[src/rtl/led_sample_scheduler_if.sv]
// led_sample_scheduler_if: analog front-end bus (LED enables, drive, DC comp, PGA, ADC sample)
interface led_sample_scheduler_if;
  logic       LED_RED;
  logic       LED_IR;
  logic [3:0] LED_DRIVE;
  logic [6:0] DC_Comp;
  logic [3:0] PGA_Gain;
  logic [7:0] ADC;
  modport master (output LED_RED, LED_IR, LED_DRIVE, DC_Comp, PGA_Gain, input ADC);
  modport slave (input LED_RED, LED_IR, LED_DRIVE, DC_Comp, PGA_Gain, output ADC);
endinterface

[src/rtl/led_sample_scheduler.sv]
// led_sample_scheduler: sequences RED/dark/IR/dark acquisition frames and averages ADC samples per channel
module led_sample_scheduler #(
  parameter int SETTLE_CYCLES = 8,
  parameter int AVG_LOG2      = 2,
  parameter int DARK_CYCLES   = 4
) (
  input  logic                          CLK,
  input  logic                          rst_n,
  input  logic                          enable,
  input  logic [6:0]                    RED_DC_Comp,
  input  logic [6:0]                    IR_DC_Comp,
  input  logic [3:0]                    RED_PGA,
  input  logic [3:0]                    IR_PGA,
  input  logic [3:0]                    LED_DRIVE_cfg,
  led_sample_scheduler_if.master        afe,
  output logic [7:0]                    RED_ADC_Value,
  output logic [7:0]                    IR_ADC_Value,
  output logic                          sample_valid,
  output logic                          busy
);
  localparam int AW = 8 + AVG_LOG2;
  localparam logic [7:0] SET_LAST = 8'(SETTLE_CYCLES - 1);
  localparam logic [7:0] ACQ_LAST = 8'((1 << AVG_LOG2) - 1);
  localparam logic [7:0] DRK_LAST = 8'(DARK_CYCLES - 1);
  typedef enum logic [2:0] {IDLE, RED_SETTLE, RED_ACQ, DARK1, IR_SETTLE, IR_ACQ, DARK2} state_t;
  state_t state_q, state_d;
  logic [7:0] cnt_q, cnt_d;
  logic [AW-1:0] acc_q, acc_d, acc_sum;
  logic [7:0] avg;
  logic last, acq, new_frame, red_on, ir_on;
  logic led_red_q, led_red_d, led_ir_q, led_ir_d;
  logic [6:0] dc_q, dc_d, s_rdc_q, s_rdc_d, s_idc_q, s_idc_d;
  logic [3:0] pga_q, pga_d, s_rpga_q, s_rpga_d, s_ipga_q, s_ipga_d, s_drv_q, s_drv_d;
  logic [7:0] red_val_q, red_val_d, ir_val_q, ir_val_d;
  logic sv_q, sv_d;
  always_ff @(posedge CLK or negedge rst_n) begin
    if (!rst_n) state_q <= IDLE;
    else state_q <= state_d;
  end
  always_comb begin
    last = cnt_q == ((state_q == RED_SETTLE || state_q == IR_SETTLE) ? SET_LAST :
                     (state_q == RED_ACQ || state_q == IR_ACQ) ? ACQ_LAST : DRK_LAST);
    state_d = state_q;
    if (!enable) state_d = IDLE;
    else case (state_q)
      IDLE:       state_d = RED_SETTLE;
      RED_SETTLE: if (last) state_d = RED_ACQ;
      RED_ACQ:    if (last) state_d = DARK1;
      DARK1:      if (last) state_d = IR_SETTLE;
      IR_SETTLE:  if (last) state_d = IR_ACQ;
      IR_ACQ:     if (last) state_d = DARK2;
      DARK2:      if (last) state_d = RED_SETTLE;
      default:    state_d = IDLE;
    endcase
  end
  // Outputs are computed from the next state so the registered controls line up with the state they belong to
  always_comb begin
    cnt_d = (state_d != state_q || state_q == IDLE) ? '0 : cnt_q + 8'd1;
    acq = state_q == RED_ACQ || state_q == IR_ACQ;
    acc_sum = acc_q + AW'(afe.ADC);
    acc_d = (acq && state_d == state_q) ? acc_sum : '0;
    avg = 8'(acc_sum >> AVG_LOG2);
    new_frame = state_d == RED_SETTLE && state_q != RED_SETTLE;
    s_rdc_d = new_frame ? RED_DC_Comp : s_rdc_q;
    s_idc_d = new_frame ? IR_DC_Comp : s_idc_q;
    s_rpga_d = new_frame ? RED_PGA : s_rpga_q;
    s_ipga_d = new_frame ? IR_PGA : s_ipga_q;
    s_drv_d = new_frame ? LED_DRIVE_cfg : s_drv_q;
    red_on = state_d == RED_SETTLE || state_d == RED_ACQ;
    ir_on = state_d == IR_SETTLE || state_d == IR_ACQ;
    led_red_d = red_on;
    led_ir_d = ir_on;
    dc_d = red_on ? s_rdc_d : ir_on ? s_idc_d : dc_q;
    pga_d = red_on ? s_rpga_d : ir_on ? s_ipga_d : pga_q;
    red_val_d = (state_q == RED_ACQ && state_d == DARK1) ? avg : red_val_q;
    ir_val_d = (state_q == IR_ACQ && state_d == DARK2) ? avg : ir_val_q;
    sv_d = state_q == IR_ACQ && state_d == DARK2;
  end
  always_ff @(posedge CLK or negedge rst_n) begin
    if (!rst_n) begin
      cnt_q <= '0;
      acc_q <= '0;
      led_red_q <= 1'b0;
      led_ir_q <= 1'b0;
      dc_q <= 7'd64;
      pga_q <= '0;
      s_rdc_q <= '0;
      s_idc_q <= '0;
      s_rpga_q <= '0;
      s_ipga_q <= '0;
      s_drv_q <= '0;
      red_val_q <= '0;
      ir_val_q <= '0;
      sv_q <= 1'b0;
    end else begin
      cnt_q <= cnt_d;
      acc_q <= acc_d;
      led_red_q <= led_red_d;
      led_ir_q <= led_ir_d;
      dc_q <= dc_d;
      pga_q <= pga_d;
      s_rdc_q <= s_rdc_d;
      s_idc_q <= s_idc_d;
      s_rpga_q <= s_rpga_d;
      s_ipga_q <= s_ipga_d;
      s_drv_q <= s_drv_d;
      red_val_q <= red_val_d;
      ir_val_q <= ir_val_d;
      sv_q <= sv_d;
    end
  end
  assign afe.LED_RED = led_red_q;
  assign afe.LED_IR = led_ir_q;
  assign afe.LED_DRIVE = s_drv_q;
  assign afe.DC_Comp = dc_q;
  assign afe.PGA_Gain = pga_q;
  assign RED_ADC_Value = red_val_q;
  assign IR_ADC_Value = ir_val_q;
  assign sample_valid = sv_q;
  assign busy = state_q != IDLE;
endmodule

[src/flat_wrapper.sv]
// flat-port wrapper written by rule: the top's interface ports become plain ports
module led_sample_scheduler_flat 
#(
  parameter int SETTLE_CYCLES = 8,
  parameter int AVG_LOG2      = 2,
  parameter int DARK_CYCLES   = 4
)
  (CLK, rst_n, enable, RED_DC_Comp, IR_DC_Comp, RED_PGA, IR_PGA, LED_DRIVE_cfg, RED_ADC_Value, IR_ADC_Value, sample_valid, busy, afe_LED_RED, afe_LED_IR, afe_LED_DRIVE, afe_DC_Comp, afe_PGA_Gain, afe_ADC);
  led_sample_scheduler_if afe_i ();
  input  logic CLK;
  input  logic rst_n;
  input  logic enable;
  input  logic [6:0] RED_DC_Comp;
  input  logic [6:0] IR_DC_Comp;
  input  logic [3:0] RED_PGA;
  input  logic [3:0] IR_PGA;
  input  logic [3:0] LED_DRIVE_cfg;
  output logic [7:0] RED_ADC_Value;
  output logic [7:0] IR_ADC_Value;
  output logic sample_valid;
  output logic busy;
  output wire logic [$bits(afe_i.LED_RED)-1:0] afe_LED_RED;
  output wire logic [$bits(afe_i.LED_IR)-1:0] afe_LED_IR;
  output wire logic [$bits(afe_i.LED_DRIVE)-1:0] afe_LED_DRIVE;
  output wire logic [$bits(afe_i.DC_Comp)-1:0] afe_DC_Comp;
  output wire logic [$bits(afe_i.PGA_Gain)-1:0] afe_PGA_Gain;
  input wire logic [$bits(afe_i.ADC)-1:0] afe_ADC;
  assign afe_LED_RED = afe_i.LED_RED;
  assign afe_LED_IR = afe_i.LED_IR;
  assign afe_LED_DRIVE = afe_i.LED_DRIVE;
  assign afe_DC_Comp = afe_i.DC_Comp;
  assign afe_PGA_Gain = afe_i.PGA_Gain;
  assign afe_i.ADC = afe_ADC;
  led_sample_scheduler #(.SETTLE_CYCLES(SETTLE_CYCLES), .AVG_LOG2(AVG_LOG2), .DARK_CYCLES(DARK_CYCLES)) u_core (.CLK(CLK), .rst_n(rst_n), .enable(enable), .RED_DC_Comp(RED_DC_Comp), .IR_DC_Comp(IR_DC_Comp), .RED_PGA(RED_PGA), .IR_PGA(IR_PGA), .LED_DRIVE_cfg(LED_DRIVE_cfg), .afe(afe_i), .RED_ADC_Value(RED_ADC_Value), .IR_ADC_Value(IR_ADC_Value), .sample_valid(sample_valid), .busy(busy));
endmodule
[config.mk]
export PLATFORM = sky130hd
export DESIGN_NAME = led_sample_scheduler_flat
export DESIGN_NICKNAME = d
export VERILOG_FILES = /design/src/rtl/led_sample_scheduler_if.sv /design/src/rtl/led_sample_scheduler.sv /design/src/flat_wrapper.sv
export SDC_FILE = /design/constraint.sdc
export NUM_CORES = 1
export LEC_CHECK = 0
export CAP_MARGIN = 40
export CORE_MARGIN = 10
export CORE_UTILIZATION = 55
export DETAILED_ROUTE_END_ITERATION = 6
export PLACE_DENSITY = 0.84
export SLEW_MARGIN = 0
export SYNTH_ARGS = -nofsm -noshare
export SYNTH_HDL_FRONTEND = slang
export SYNTH_SLANG_ARGS = --single-unit
export TNS_END_PERCENT = 100
[constraint.sdc]
create_clock -name CLK -period 3.53 [get_ports CLK]
set_clock_uncertainty 0.15 [all_clocks]
set_input_delay 1.059 -clock CLK [delete_from_list [all_inputs] [get_ports CLK]]
set_output_delay 1.059 -clock CLK [all_outputs]
set_load 0.01 [all_outputs]
# After elaboration in Yosys (flattened, before gate mapping)
# Cells that the tools add are included.
[totals]
ff_bits = 77
ramBits = 0
romBits = 0
out_inout_bits = 35
elab_cells = 64
in_bits = 37
mem_count = 0
latchBits = 0
[classes]
magnitude_cmp = 0
multipliers = 0
shifts = 0
n_mux = 19
n_reduce_logical = 12
n_bitwise = 0
div = 0
addsub = 2
eq_ne = 16
[ops]
columns = ["operator", "n"]
rows = [
  ["$mux 7", 4],
  ["$mux 3", 8],
  ["$pmux 3 s7", 1],
  ["$eq 3x3->1 const B", 6],
  ["$mux 4", 4],
  ["$eq 3x2->1 const B", 4],
  ["$add 10x8->10", 1],
  ["$mux 10", 1],
  ["$add 8x1->8 const B", 1],
  ["$eq 8x8->1", 1],
  ["$mux 8", 1],
  ["$eq 3x1->1 const B", 2],
  ["$logic_or 1x1->1", 5],
  ["$logic_and 1x1->1", 4],
  ["$eq 3x3->1", 1],
  ["$logic_not 3->1", 1],
  ["$ne 3x1->1 const B", 1],
  ["$ne 3x3->1", 1],
  ["$reduce_bool 3->1", 1],
  ["$reduce_bool 2->1", 1],
]

# Logic depth before layout (Yosys ltp)
[logic_depth]
ltp_word = 12
ltp_mapped = 8
depth_no_buf = 7

# Least setup slack after synthesis
# No wires, ideal clock.
[synth_path]
path_kind = "in2reg"
start = "in afe_ADC[0]"
end = "reg u_core.ir_val_q[4], in the netlist u_core.IR_ADC_Value[4]"
cell_stages = 7
path_buffers = 0
t_arrival_ns = 2.468
path_slack_ns = 0.788
path_cell_list = "ha_1 -> fa_1 -> a21oi_1 -> o211ai_1 -> a21oi_1 -> xnor2_1 -> mux2_2"
[synth_between]
elab_chain_cells = 1
[synth_lines]
columns = ["element", "line", "text"]
rows = [
  ["from (decl)", "flat_wrapper.sv:27", "input wire logic [$bits(afe_i.ADC)-1:0] afe_ADC;"],
  ["$add 10x8->10", "led_sample_scheduler.sv:60", "acc_sum = acc_q + AW'(afe.ADC);"],
  ["to (signal assigned)", "led_sample_scheduler.sv:108", "ir_val_q <= ir_val_d;"],
  ["to (decl)", "led_sample_scheduler.sv:34", "logic [7:0] red_val_q, red_val_d, ir_val_q, ir_val_d;"],
]
# Every way passes these cells.
# A chain may end at the register's enable or synchronous reset.

# Worst setup path after layout
[layout_path]
start = "reg u_core.state_q[0]"
end = "out busy"
[layout_between]
elab_chain_cells = 1
[layout_lines]
columns = ["element", "line", "text"]
rows = [
  ["from (decl)", "led_sample_scheduler.sv:26", "state_t state_q, state_d;"],
  ["from (signal assigned)", "led_sample_scheduler.sv:38", "else state_q <= state_d;"],
  ["$reduce_bool 3->1", "led_sample_scheduler.sv:120", "assign busy = state_q != IDLE;"],
  ["to (decl)", "flat_wrapper.sv:21", "output logic busy;"],
]
# Every way passes these cells.

==> results.md <==
* Met3 routing resource usage after global routing at 4.42%
* Top cell types by occurrence after synthesis: dfrtp_1 (76), nand2_1 (57), o21ai_0 (44)
* Number of detailed-routing iterations run before antenna repair at 6
* Final hold vios at 0
* Sequential element share of the synthesized area at 44.3%
* Net count after synthesis at 494
* GR Layer Usage met1 at 23.0%
* Wire length of the first global-routing pass at 18300 um
* Global-route usage over all layers at 19.2%
* Maximum resistive drop on vdd at 0.187 mV
* Setup TNS at 0 ns
* Average instance area after synthesis at 9.73 um^2
* Die boundary width at 109 um
* Top cells by area in the synthesized netlist: dfrtp_1 (44%), o21ai_0 (5.1%), nand2_1 (4.9%)
* Power Dens Cells at 375 nW/um^2
* Core ar. at 7730 um^2
* Post-DRT Antenna Nets at 0
* Growth of design area from synthesis to finish at 24.0%
* Number of instances resized during post-cts repair at 0
* Max_cap viols at 0
* Count of vias placed by the detailed router at 3700
* GR Layer Usage met2 at 32.9%
* Worst-case headroom to the max-slew limit at 50.4%
* Half-perimeter wire length of the detailed placement result at 7920 um
* Insertion delay of the later-clocked pin in the worst-skew pair at 0.35 ns
* Kind of start point of the critical path: flop
* Register bit total from synthesis at 77
* DRC viols at 0
* Post-synthesis cell type count at 61
* Most area-hungry cell type in the Yosys netlist: dfrtp_1
* Antenna violations before repair at 0
* Number of buffers created by CTS at 9
* Final net count at 563
* Post-synth EDFFs at 0
* Async set-or-reset flop fraction in the synthesized netlist at 100%
* H-tree depth reported by CTS at 3
* Utilization of the core after routing at 69.8%
* Endpoint arrival time on the critical path at 1.88 ns
* Setup repair after global routing missed its margin: no
* Final weighted congestion in routability-driven placement at 0.864
* Cells on worst reg2reg path at 8
* Busiest grt layer: met2
* DR iter-0 viols at 326
* Clock Pin Slew Worst Setup and Hold Paths at 0.08 ns
* Top-area cell type share of the netlist area at 43.7%
* Die footprint at 11900 um^2
* Library cell with the highest instance count after synthesis: dfrtp_1
* Ratio of routed vias to standard cells at 5.94
* Post-Route WL at 11100 um
* Portion of the clock cycle consumed by the worst path in the final layout at 87.6%
* Post-synthesis instance total at 447
* Number of global-route vias before repair at 3781
* Worst Path Class, Setup: flop to primary output
* Netlist area before placement at 4350 um^2
* Overflow after GRT at 0
* Number of buffers added on ports at 71
* Total setup violations reported at the end of the flow at 0
* Maximum achievable frequency at 323 MHz
* Final routed wire length divided by cell count at 17.9 um
* Antenna diode count at 0
* Final min period at 3.09 ns
* Final Slew Violations at 0
* Clock sink count at 77
* Number of buffers inserted for hold repair after clock tree synthesis at 0
* Pin count of the biggest net entering global routing at 58
* Number of synthesis warnings at 0
* Synth Flop Type: dfrtp_1
* Fraction of layout cells with a size suffix above 1 at 15.0%
* Placement Rows at 32
* Tightest Pin Transition at 0.741 ns
* Die Span Y at 109 um
* CTS root buf: clkbuf_8
* Peak fanout along the critical path at 15
* Initial core utilization at 56.3%
* Outcome: finished clean
* Buffers inserted during post-CTS setup optimization at 0
* TritonCTS clock tree: built
* Hold Path Stages at 1
* Kind of end point of the critical path: primary output
* Required time of the worst setup path at 2.32 ns
* Number of buffers on the longest clock path at 2
* Hold crit path type: flop to flop
* Top-level port count at 72
* Static leakage power at 2.38 nW
worst paths after layout:
path | from | slack, ns | end
max in group asynchronous | rst_n | 2.21 | u_core.afe.DC_Comp[6]
worst max-delay path | u_core.state_q[0] | 0.44 | busy
min in group asynchronous | rst_n | 0.43 | u_core.afe.LED_RED
worst min register to register | u_core.afe.LED_DRIVE[2] | 0.34 | u_core.afe.LED_DRIVE[2]
worst min-delay path | u_core.afe.LED_DRIVE[2] | 0.34 | u_core.afe.LED_DRIVE[2]
worst max register to register | u_core.cnt_q[0] | 0.88 | u_core.afe.DC_Comp[5]
report_power, final:
part,switching [mW],total [mW],internal [mW]
logic,0.154,0.328,0.175
registers,0.0524,1.00,0.951
clock network,0.322,0.688,0.366
critical path: stages, from the launching register on:
cell,delay [ns]
dfrtp_1,0.68
nor2_1,0.19
nand2_1,0.11
clkdlybuf4s50_1,0.54
flip-flops by register name, summed over array words and instances (netlist names):
register              cells
u_core.IR_ADC_Value       8
u_core.RED_ADC_Value      8
u_core.acc_q             10
u_core.afe.DC_Comp        7
u_core.afe.LED_DRIVE      4
u_core.afe.LED_IR         1
u_core.afe.LED_RED        1
u_core.afe.PGA_Gain       4
u_core.cnt_q              8
u_core.s_idc_q            7
u_core.s_ipga_q           4
u_core.s_rdc_q            7
u_core.s_rpga_q           4
u_core.sample_valid       1
u_core.state_q            3
layer usage:
metal	vias to the layer above	wire length [um]	share of wire (%)
met5	-	0	0
met4	0	208	1.9
met3	23	758	6.8
met2	155	5580	50
met1	1795	4590	41
li1	1727	-	-
logic make-up after synthesis:
logic type / synth area share, %
compound gates: 19.9
xor+xnor: 2.82
fa+ha+maj: 3.31
buf+inv: 4.37
flops: 44.3
mux: 6.01
simple gates: 19.3
placed cells by master (no fill, tap or decap), types with 2 or more instances in the layout:
cell and instances:
nor3_1 2, a21oi_1 7, nor2_1 16, or3_1 11, nand2_1 57, ha_1 9
a31oi_1 2, o211ai_1 3, nand3_2 2, o21a_1 2, clkbuf_8 11, o21ai_0 44
and3_1 14, mux2_1 4, nor4b_4 2, o211ai_2 10, dfrtp_1 76, inv_1 16
nand3_1 7, or2_1 3, buf_4 12, a22oi_1 22, xnor2_1 7, xor2_1 7
o31ai_1 11, or2_2 9, nor2b_1 11, a21o_1 2, mux2_2 17, clkdlybuf4s50_1 70
nand2b_1 3, and2_1 13, clkbuf_1 2, o21ai_1 6, a211oi_1 2
final cells by class:
class	count	area, um^2
sequential	77	1930
multi-input combinational	327	2240
fill	589	2330
inverter	17	63.8
timing repair buffer	84	830
clock buffer	13	159
clock inverter	3	43.8
tap	102	128
through the flow:
| step | power (mW) | hold WS, ns | cell area [um^2] | std cells | worst slack, ns |
|---|---|---|---|---|---|
| 2_1_floorplan | 1.17 | 0.317 | 4350 | 447 | 0.788 |
| 3_3_place_gp | 1.32 | 0.316 | 5140 | 604 | 0.168 |
| 3_5_place_dp | 1.35 | 0.328 | 5190 | 607 | 0.197 |
| 4_1_cts | 2.03 | 0.350 | 5390 | 623 | 0.433 |
| 5_1_grt | 2.10 | 0.366 | 5390 | 623 | 0.353 |
| 6_report | 2.02 | 0.345 | 5390 | 623 | 0.438 |
(Power assumes the default switching activity.)
